### config.mk
export PLATFORM = sky130hd
export DESIGN_NAME = mram_access_arbiter
export DESIGN_NICKNAME = d
export VERILOG_FILES = /design/src/rtl/mram_access_arbiter.sv
export SDC_FILE = /design/constraint.sdc
export NUM_CORES = 1
export LEC_CHECK = 0
export ABC_AREA = 0
export CAP_MARGIN = 20
export CORE_ASPECT_RATIO = 0.75
export CORE_MARGIN = 2
export CORE_UTILIZATION = 38
export DETAILED_ROUTE_END_ITERATION = 7
export HOLD_SLACK_MARGIN = 0.03
export PLACE_DENSITY = 0.8
export SKIP_CTS_REPAIR_TIMING = 1
export SLEW_MARGIN = 20
export SYNTH_ARGS = -nofsm -noshare
export SYNTH_HDL_FRONTEND = slang
export SYNTH_SLANG_ARGS = --single-unit
### constraint.sdc
create_clock -name i_clk -period 1.7 [get_ports i_clk]
set_input_delay 0.34 -clock i_clk [delete_from_list [all_inputs] [get_ports i_clk]]
set_output_delay 0.34 -clock i_clk [all_outputs]
set_load 0.02 [all_outputs]
### src/rtl/mram_access_arbiter.sv
// Round-robin arbiter sharing one async MRAM port between two requesters; one latched command per grant.
// Read rsp at A+1+T_SETUP+T_RD; next accept earliest A+1+T_SETUP+T_X+T_REC; req_ready pulses only in IDLE.
module mram_access_arbiter #(
    parameter int ADDR_W  = 20,
    parameter int DATA_W  = 16,
    parameter int T_SETUP = 1,
    parameter int T_WP    = 3,
    parameter int T_RD    = 3,
    parameter int T_REC   = 1
) (
    input  logic                  i_clk,
    input  logic                  i_rst,
    input  logic [1:0]            i_req_valid,
    output logic [1:0]            o_req_ready,
    input  logic [1:0]            i_req_we,
    input  logic [2*ADDR_W-1:0]   i_req_addr,
    input  logic [2*DATA_W-1:0]   i_req_wdata,
    input  logic [3:0]            i_req_be,
    output logic                  o_rsp_valid,
    output logic                  o_rsp_id,
    output logic [DATA_W-1:0]     o_rsp_rdata,
    output logic [ADDR_W-1:0]     o_mram_addr,
    output logic [DATA_W-1:0]     o_mram_dq_out,
    output logic                  o_mram_dq_oe,
    input  logic [DATA_W-1:0]     i_mram_dq_in,
    output logic                  o_chip_en,
    output logic                  o_write_en,
    output logic                  o_out_en,
    output logic                  o_lower_byte_en,
    output logic                  o_upper_byte_en,
    output logic                  o_busy
);

    localparam int MAX_A = (T_SETUP > T_WP) ? T_SETUP : T_WP;
    localparam int MAX_B = (T_RD > T_REC) ? T_RD : T_REC;
    localparam int MAX_T = (MAX_A > MAX_B) ? MAX_A : MAX_B;
    localparam int CW    = (MAX_T > 1) ? $clog2(MAX_T + 1) : 1;

    typedef enum logic [2:0] {
        S_IDLE    = 3'd0,
        S_SETUP   = 3'd1,
        S_WRITE   = 3'd2,
        S_READ    = 3'd3,
        S_RECOVER = 3'd4
    } state_t;

    state_t              r_state;
    state_t              w_next_state;
    logic [CW-1:0]       r_cnt;
    logic [CW-1:0]       w_cnt_nxt;
    logic                r_last_grant;
    logic                r_we;
    logic [ADDR_W-1:0]   r_addr;
    logic [DATA_W-1:0]   r_wdata;
    logic [1:0]          r_be;
    logic [DATA_W-1:0]   r_rdata;
    logic                r_rsp_id;
    logic                w_grant;
    logic                w_accept;
    logic                w_cnt_done;

    // Both valid: alternate away from the last winner; otherwise the single valid one wins.
    assign w_grant    = (&i_req_valid) ? ~r_last_grant : ~i_req_valid[0];
    assign w_cnt_done = (r_cnt == '0);

    always_ff @(posedge i_clk) begin
        if (!i_rst) begin
            r_state <= S_IDLE;
            r_cnt   <= '0;
        end else begin
            r_state <= w_next_state;
            r_cnt   <= w_cnt_nxt;
        end
    end

    always_comb begin
        w_next_state    = r_state;
        w_cnt_nxt       = w_cnt_done ? r_cnt : r_cnt - 1'b1;
        w_accept        = 1'b0;
        o_req_ready     = 2'b00;
        o_chip_en       = 1'b1;
        o_write_en      = 1'b1;
        o_out_en        = 1'b1;
        o_lower_byte_en = 1'b1;
        o_upper_byte_en = 1'b1;
        o_mram_dq_oe    = 1'b0;
        o_rsp_valid     = 1'b0;
        case (r_state)
            S_IDLE: begin
                if (|i_req_valid) begin
                    w_accept     = 1'b1;
                    o_req_ready  = w_grant ? 2'b10 : 2'b01;
                    w_next_state = S_SETUP;
                    w_cnt_nxt    = CW'(T_SETUP - 1);
                end
            end
            S_SETUP, S_WRITE: begin
                o_chip_en       = 1'b0;
                o_lower_byte_en = ~r_be[0];
                o_upper_byte_en = ~r_be[1];
                o_mram_dq_oe    = r_we;
                o_write_en      = (r_state == S_WRITE) ? 1'b0 : 1'b1;
                if (w_cnt_done) begin
                    if (r_state == S_WRITE) begin
                        w_next_state = S_RECOVER;
                        w_cnt_nxt    = CW'(T_REC - 1);
                    end else begin
                        w_next_state = r_we ? S_WRITE : S_READ;
                        w_cnt_nxt    = r_we ? CW'(T_WP - 1) : CW'(T_RD - 1);
                    end
                end
            end
            S_READ: begin
                o_chip_en       = 1'b0;
                o_out_en        = 1'b0;
                o_lower_byte_en = ~r_be[0];
                o_upper_byte_en = ~r_be[1];
                if (w_cnt_done) begin
                    w_next_state = S_RECOVER;
                    w_cnt_nxt    = CW'(T_REC - 1);
                end
            end
            S_RECOVER: begin
                o_rsp_valid = ~r_we && (r_cnt == CW'(T_REC - 1));
                if (w_cnt_done) begin
                    w_next_state = S_IDLE;
                end
            end
            default: begin
                w_next_state = S_IDLE;
                w_cnt_nxt    = '0;
            end
        endcase
    end

    always_ff @(posedge i_clk) begin
        if (!i_rst) begin
            r_last_grant <= 1'b1;
            r_we         <= 1'b0;
            r_addr       <= '0;
            r_wdata      <= '0;
            r_be         <= 2'b00;
            r_rdata      <= '0;
            r_rsp_id     <= 1'b0;
        end else begin
            if (w_accept) begin
                r_last_grant <= w_grant;
                r_we         <= i_req_we[w_grant];
                r_addr       <= i_req_addr[w_grant*ADDR_W +: ADDR_W];
                r_wdata      <= i_req_wdata[w_grant*DATA_W +: DATA_W];
                r_be         <= i_req_be[w_grant*2 +: 2];
            end
            // A read with no byte lanes enabled is a no-op and returns zero.
            if (r_state == S_READ && w_cnt_done) begin
                r_rdata  <= (r_be == 2'b00) ? '0 : i_mram_dq_in;
                r_rsp_id <= r_last_grant;
            end
        end
    end

    assign o_mram_addr   = r_addr;
    assign o_mram_dq_out = r_wdata;
    assign o_rsp_rdata   = r_rdata;
    assign o_rsp_id      = r_rsp_id;
    assign o_busy        = (r_state != S_IDLE);

endmodule

* Word level (Yosys, flattened, before mapping) *
Cells that the tools add are included.

storage, ports and cells
  bits in latches = 0
  bits in writable memories = 0
  input port bits = 98
  register bits after elaboration = 62
  bits in read-only memories = 0
  output and inout bits = 63
  word-level logic and storage cells = 69
  memories = 0

operators by class
  reductions and logical operators = 11
  add/sub/neg operators = 1
  equal/unequal tests = 8
  bitwise operators = 5
  $lt $le $gt $ge = 1
  shift operators = 3
  multiplexer cells = 30
  multipliers = 1
  divide/modulo/power cells = 0

operators by type and width
  kind                                                                   number
  40-bit by 7-bit indexed part select with 20-bit output                 1
  32-bit by 6-bit indexed part select with 16-bit output                 1
  16-bit 2-to-1 mux                                                      1
  2-bit 2-to-1 mux                                                       8
  3-bit 2-to-1 mux                                                       5
  1-bit 2-to-1 mux                                                       14
  3-bit case mux with 4 select lines                                     1
  2-bit inequality test (second input constant)                          4
  2-bit case mux with 4 select lines                                     1
  3-bit by 2-bit == test with 1-bit output (second input constant)       2
  1-bit NOT                                                              5
  2-bit zero test                                                        2
  1-bit by 3-bit multiplier with 4-bit output (second input constant)    1
  4-bit AND reduction                                                    1
  2-bit OR reduction                                                     2
  4-bit by 3-bit indexed part select with 2-bit output                   1
  3-bit by 1-bit == test with 1-bit output (second input constant)       1
  3-bit == test (second input constant)                                  1
  3-bit zero test                                                        1
  3-bit nonzero test                                                     1
  3-bit OR reduction                                                     1
  1-bit logical AND                                                      2
  1-bit by 2-bit < comparator with 1-bit output (second input constant)  1
  2-bit AND reduction                                                    1
  2-bit by 1-bit subtractor with 2-bit output (second input constant)    1

* Longest topological paths before layout *
  depth in word-level cells = 5
  depth in mapped cells = 6
  gate-level depth less buffers = 4

* Worst setup path before layout *
No wires, ideal clock.

  path kind = register to register
  start = register r_state[1]
  end = register r_rsp_id, in the netlist o_rsp_id
  path slack = 0.056 ns
  arrival = 1.572 ns
  clock period less this slack = 1.644 ns
  required time = 1.628 ns
  path buffers = 2
  cell stages (with the launch flop) = 6
  library setup time = 0.072 ns
  cell sequence = dfxtp_1 -> buf_2 -> nand3b_1 -> nor2_4 -> buf_2 -> mux2i_1

between the ends
  word-level cells in the longest chain between the ends = 2

RTL lines
  item                                      RTL line  text
  start, declared                           47        state_t r_state;
  start signal, assigned                    71        r_state <= w_next_state;
  3-bit by 2-bit == test with 1-bit output  154       if (r_state == S_READ && w_cnt_done) begin
  1-bit logical AND                         154
  end signal, assigned                      156       r_rsp_id <= r_last_grant;
  end, declared                             57        logic r_rsp_id;

No other way between the ends.
A chain may end at the register's enable or synchronous reset.

* Worst setup path after layout *
  start = register r_state[2]
  end = output port o_req_ready[0]

between the ends
  word-level cells in the longest chain between the ends = 2

RTL lines
  item              RTL line  text
  3-bit zero test   88        case (r_state)
  2-bit 2-to-1 mux  88
  end, declared     14        output logic [1:0] o_req_ready,

No other way between the ends.

==> flow_summary_export.csv <==
group,metric,value,unit
outcome,outcome,"finished, violations left",
outcome,failed_checks,"negative setup slack",
die,io_pins,161,
sta,timing.setup.tns,-0.09726,ns
grt,grtUsageMet1,23.12,%
final_layout,fin_nets,604,
critical_path,crit_type,"flop to output port",
critical_path,setup.worst_path.end_class,"output port",
grt,grt_usage,21.42,%
critical_path,regToRegSetupSlack,-0.02,ns
sta,slew_violations,0,
detailed_routing,drt-vias-per-instance,4.933,
detailed_routing,detailedRoute.firstIterationViolations,216,
sta,final_min_period_over_clock_period,101.9,%
placed_design,place_inst,592,
detailed_routing,total_via_count_after_detailed_routing,3004,
sta,tightest_slew,0.4141,ns
sta,maxSlewHeadroom,72.40,%
placed_design,place.port_buffers,160,
yosys,post_synth_edffs,0,
die,start_util,39.92,%
final_layout,n_antenna_cell,0,
final_layout,utilization,68.92,%
grt,first_global_vias,3078,
detailed_routing,drcViolationCount,0,
critical_path,worstPathRequired,1.36,ns
yosys,postSynthNetCount,439,
critical_path,critPathMaxFanout,3,
grt,grt_antenna_before_repair,0,
final_layout,finish.instance_area,4776,µm²
grt,grt.busiest_layer,"met2",
placed_design,post_dp_cell_area,4542,µm²
grt,largest_net_degree_at_the_start_of_global_routing,63,
sta,final_hold_viol_count,0,
power,ir_worst_vdd,0.0005994,V
final_layout,area.sequential,1250,µm²
grt,grt_pass1_wl,13.52,mm
clock_tree,cts.sinks,62,
critical_path,cp_data_arrival_time,1.39,ns
grt,grt.overflow.total,0,
die,floorplan.rows,26,
grt,globalRouteMet3Util,9.009,%
detailed_routing,detail_route.wirelength,8.395,mm
clock_tree,cts_max_level,3,
clock_tree,clockBufferDepth,2,
placed_design,globalplace.congestion,0.8770,
clock_tree,cts_root_cell,"sky130_fd_sc_hd__clkbuf_8",
die,dieArea,7985,µm²
final_layout,areaGrowthSynthToFinish,72.64,%
yosys,synth-async-reset-ratio,0,%
placed_design,detailedPlacementHpwl,5.992,mm
sta,final-setup-viol-count,7,
detailed_routing,wire_per_inst,13.78,µm
yosys,yosys_warnings,0,
clock_tree,num_cts_buffers,9,
yosys,post_syn_area_per_cell,8.113,µm²
run,cap_violations,0,
worst_hold_path,min_path_type,"input port to flop",
final_layout,fill_cells,572,
power,p_leak,2.120,nW
grt,groute.layer.met2.usage,37.78,%
power,power.density,1056,nW/µm²
sta,rsz0062_at_grt,"yes",
clock_tree,clk_transition_reported_paths,0.07,ns
sta,layout_setup_ws,-0.03270,ns
detailed_routing,drt_first_pass_iters,7,
clock_tree,clkLatencyLatePin,0.34,ns
critical_path,worstSetupStartpointType,"flop",
sta,final.min_clock_period,1.733,ns
clock_tree,cts_tree,"yes",
sta,post_route_clock_skew,0.01190,ns
die,dieHeight,77.89,µm
final_layout,post_layout_nonfiller_instances,609,
yosys,netlist_instances,341,
sta,max_freq,0.5771,GHz
yosys,post_synthesis_cell_area,2766,µm²
detailed_routing,route.antenna.remaining_nets,0,
die,coreArea,6929,µm²
die,die_width,102.5,µm
yosys,ys_seq_elements,62,
yosys,synth_cell_types,28,
yosys,ys_seq_area_share,44.87,%
final_layout,final_layout_size_suffix_gt1_share,11.15,%
yosys,ys_dominant_reg_cell,"sky130_fd_sc_hd__dfxtp_1",
final_layout,total_area_of_multi_input_combinational_cells,1116,µm²
power by group:
part,internal (mW),total (mW),switching (mW)
Sequential,1.72,1.87,0.156
Combinational,0.974,1.88,0.911
Clock,0.681,1.28,0.603
Total,3.37,5.04,1.67
cell usage after synthesis, types with 2 or more instances:
master	count	area, µm²
sky130_fd_sc_hd__inv_1	81	304.0
sky130_fd_sc_hd__a222oi_1	39	390.4
sky130_fd_sc_hd__nor3_1	3	15.01
sky130_fd_sc_hd__nor4b_1	2	17.52
sky130_fd_sc_hd__nor2_1	5	18.77
sky130_fd_sc_hd__mux2i_1	17	170.2
sky130_fd_sc_hd__nand2_1	79	296.5
sky130_fd_sc_hd__a21oi_1	3	15.01
sky130_fd_sc_hd__clkbuf_1	17	63.81
sky130_fd_sc_hd__nand3b_1	2	15.01
sky130_fd_sc_hd__dfxtp_1	62	1241
sky130_fd_sc_hd__o21ai_0	6	30.03
sky130_fd_sc_hd__buf_6	3	33.78
sky130_fd_sc_hd__buf_2	6	30.03
sky130_fd_sc_hd__and3_1	3	18.77
per-layer routing:
metal  up-vias  routed length, µm
met5         -                  0
met4         0                 99
met3         9                646
met2       111               4269
met1      1418               3379
li1       1466                  -
metrics by stage:
step	hold slack (ns)	setup WS, ns	power (mW)
3_5_place_dp	0.4460	-0.4266	3.773
3_3_place_gp	0.4421	-0.3631	3.740
6_report	0.2935	-0.03270	5.043
2_1_floorplan	0.4546	0.05643	2.791
4_1_cts	0.2824	-0.5028	5.075
5_1_grt	0.2724	-0.1221	5.323
logic make-up (layout without fill, tap and decap cells):
| kind of cell | count (synthesis) | count (layout) | synth area share, % |
|---|---|---|---|
| xor gates and xnor gates | 1 | 1 | 0.3167 |
| muxes | 17 | 17 | 6.151 |
| AOI/OAI and AO/OA | 52 | 52 | 16.78 |
| DFF | 62 | 62 | 44.87 |
| and+or+nand+nor | 101 | 101 | 16.15 |
| buffers and inverters | 108 | 278 | 15.74 |
worst max-delay path, stage by stage, from the launching register on:
cell                       delay [ns]
sky130_fd_sc_hd__dfxtp_2         0.35
sky130_fd_sc_hd__nor3_4          0.20
sky130_fd_sc_hd__buf_4           0.14
sky130_fd_sc_hd__and3_1          0.19
sky130_fd_sc_hd__clkbuf_2        0.18
sequential cells by signal, summed over array words and instances, names as in the netlist:
signal and count:
r_be 2, o_rsp_rdata 16, r_last_grant 1, r_state 3, o_rsp_id 1, r_cnt 2, o_mram_dq_out 16, o_mram_addr 20
r_we 1
cell usage in the layout, fill, tap and decap left out, types with 2 or more instances in the layout:
master                            instances
sky130_fd_sc_hd__clkbuf_8                 9
sky130_fd_sc_hd__a222oi_1                39
sky130_fd_sc_hd__nor2_1                   3
sky130_fd_sc_hd__buf_4                   20
sky130_fd_sc_hd__buf_12                   3
sky130_fd_sc_hd__dlymetal6s2s_1           7
sky130_fd_sc_hd__dfxtp_1                 59
sky130_fd_sc_hd__and3_1                   2
sky130_fd_sc_hd__inv_1                   81
sky130_fd_sc_hd__nand3b_1                 2
sky130_fd_sc_hd__clkinv_2                 2
sky130_fd_sc_hd__o21ai_0                  6
sky130_fd_sc_hd__clkdlybuf4s50_1        145
sky130_fd_sc_hd__a21oi_1                  3
sky130_fd_sc_hd__mux2i_1                 17
sky130_fd_sc_hd__nand2_1                 79
sky130_fd_sc_hd__dfxtp_4                  2
sky130_fd_sc_hd__clkinv_4                 2
sky130_fd_sc_hd__clkbuf_2                 4
sky130_fd_sc_hd__nor4b_1                  2
sky130_fd_sc_hd__nor2_2                   2
final cells by class:
| type | instances | share of cell area [%] |
|---|---|---|
| Timing Repair Buffer | 181 | 37.39 |
| Inverter | 81 | 6.366 |
| Clock inverter | 7 | 1.546 |
| Multi-Input combinational cell | 171 | 23.37 |
| Tap cell | 98 | 2.567 |
| Clock buffer | 9 | 2.594 |
| Sequential cell | 62 | 26.17 |
path summary, 6_finish.rpt:
check | start | to | cells after the start
worst max-delay path | r_state[2]$_SDFFE_PN0P_ | o_req_ready[0] | 4
worst min-delay path | i_rst | r_state[1]$_SDFFE_PN0P_ | 3
worst max register to register | r_state[2]$_SDFFE_PN0P_ | o_mram_dq_out[3]$_SDFFE_PN0P_ | 5
worst min register to register | o_rsp_rdata[9]$_SDFFE_PN0P_ | o_rsp_rdata[9]$_SDFFE_PN0P_ | 2
(Power assumes the default switching activity.)
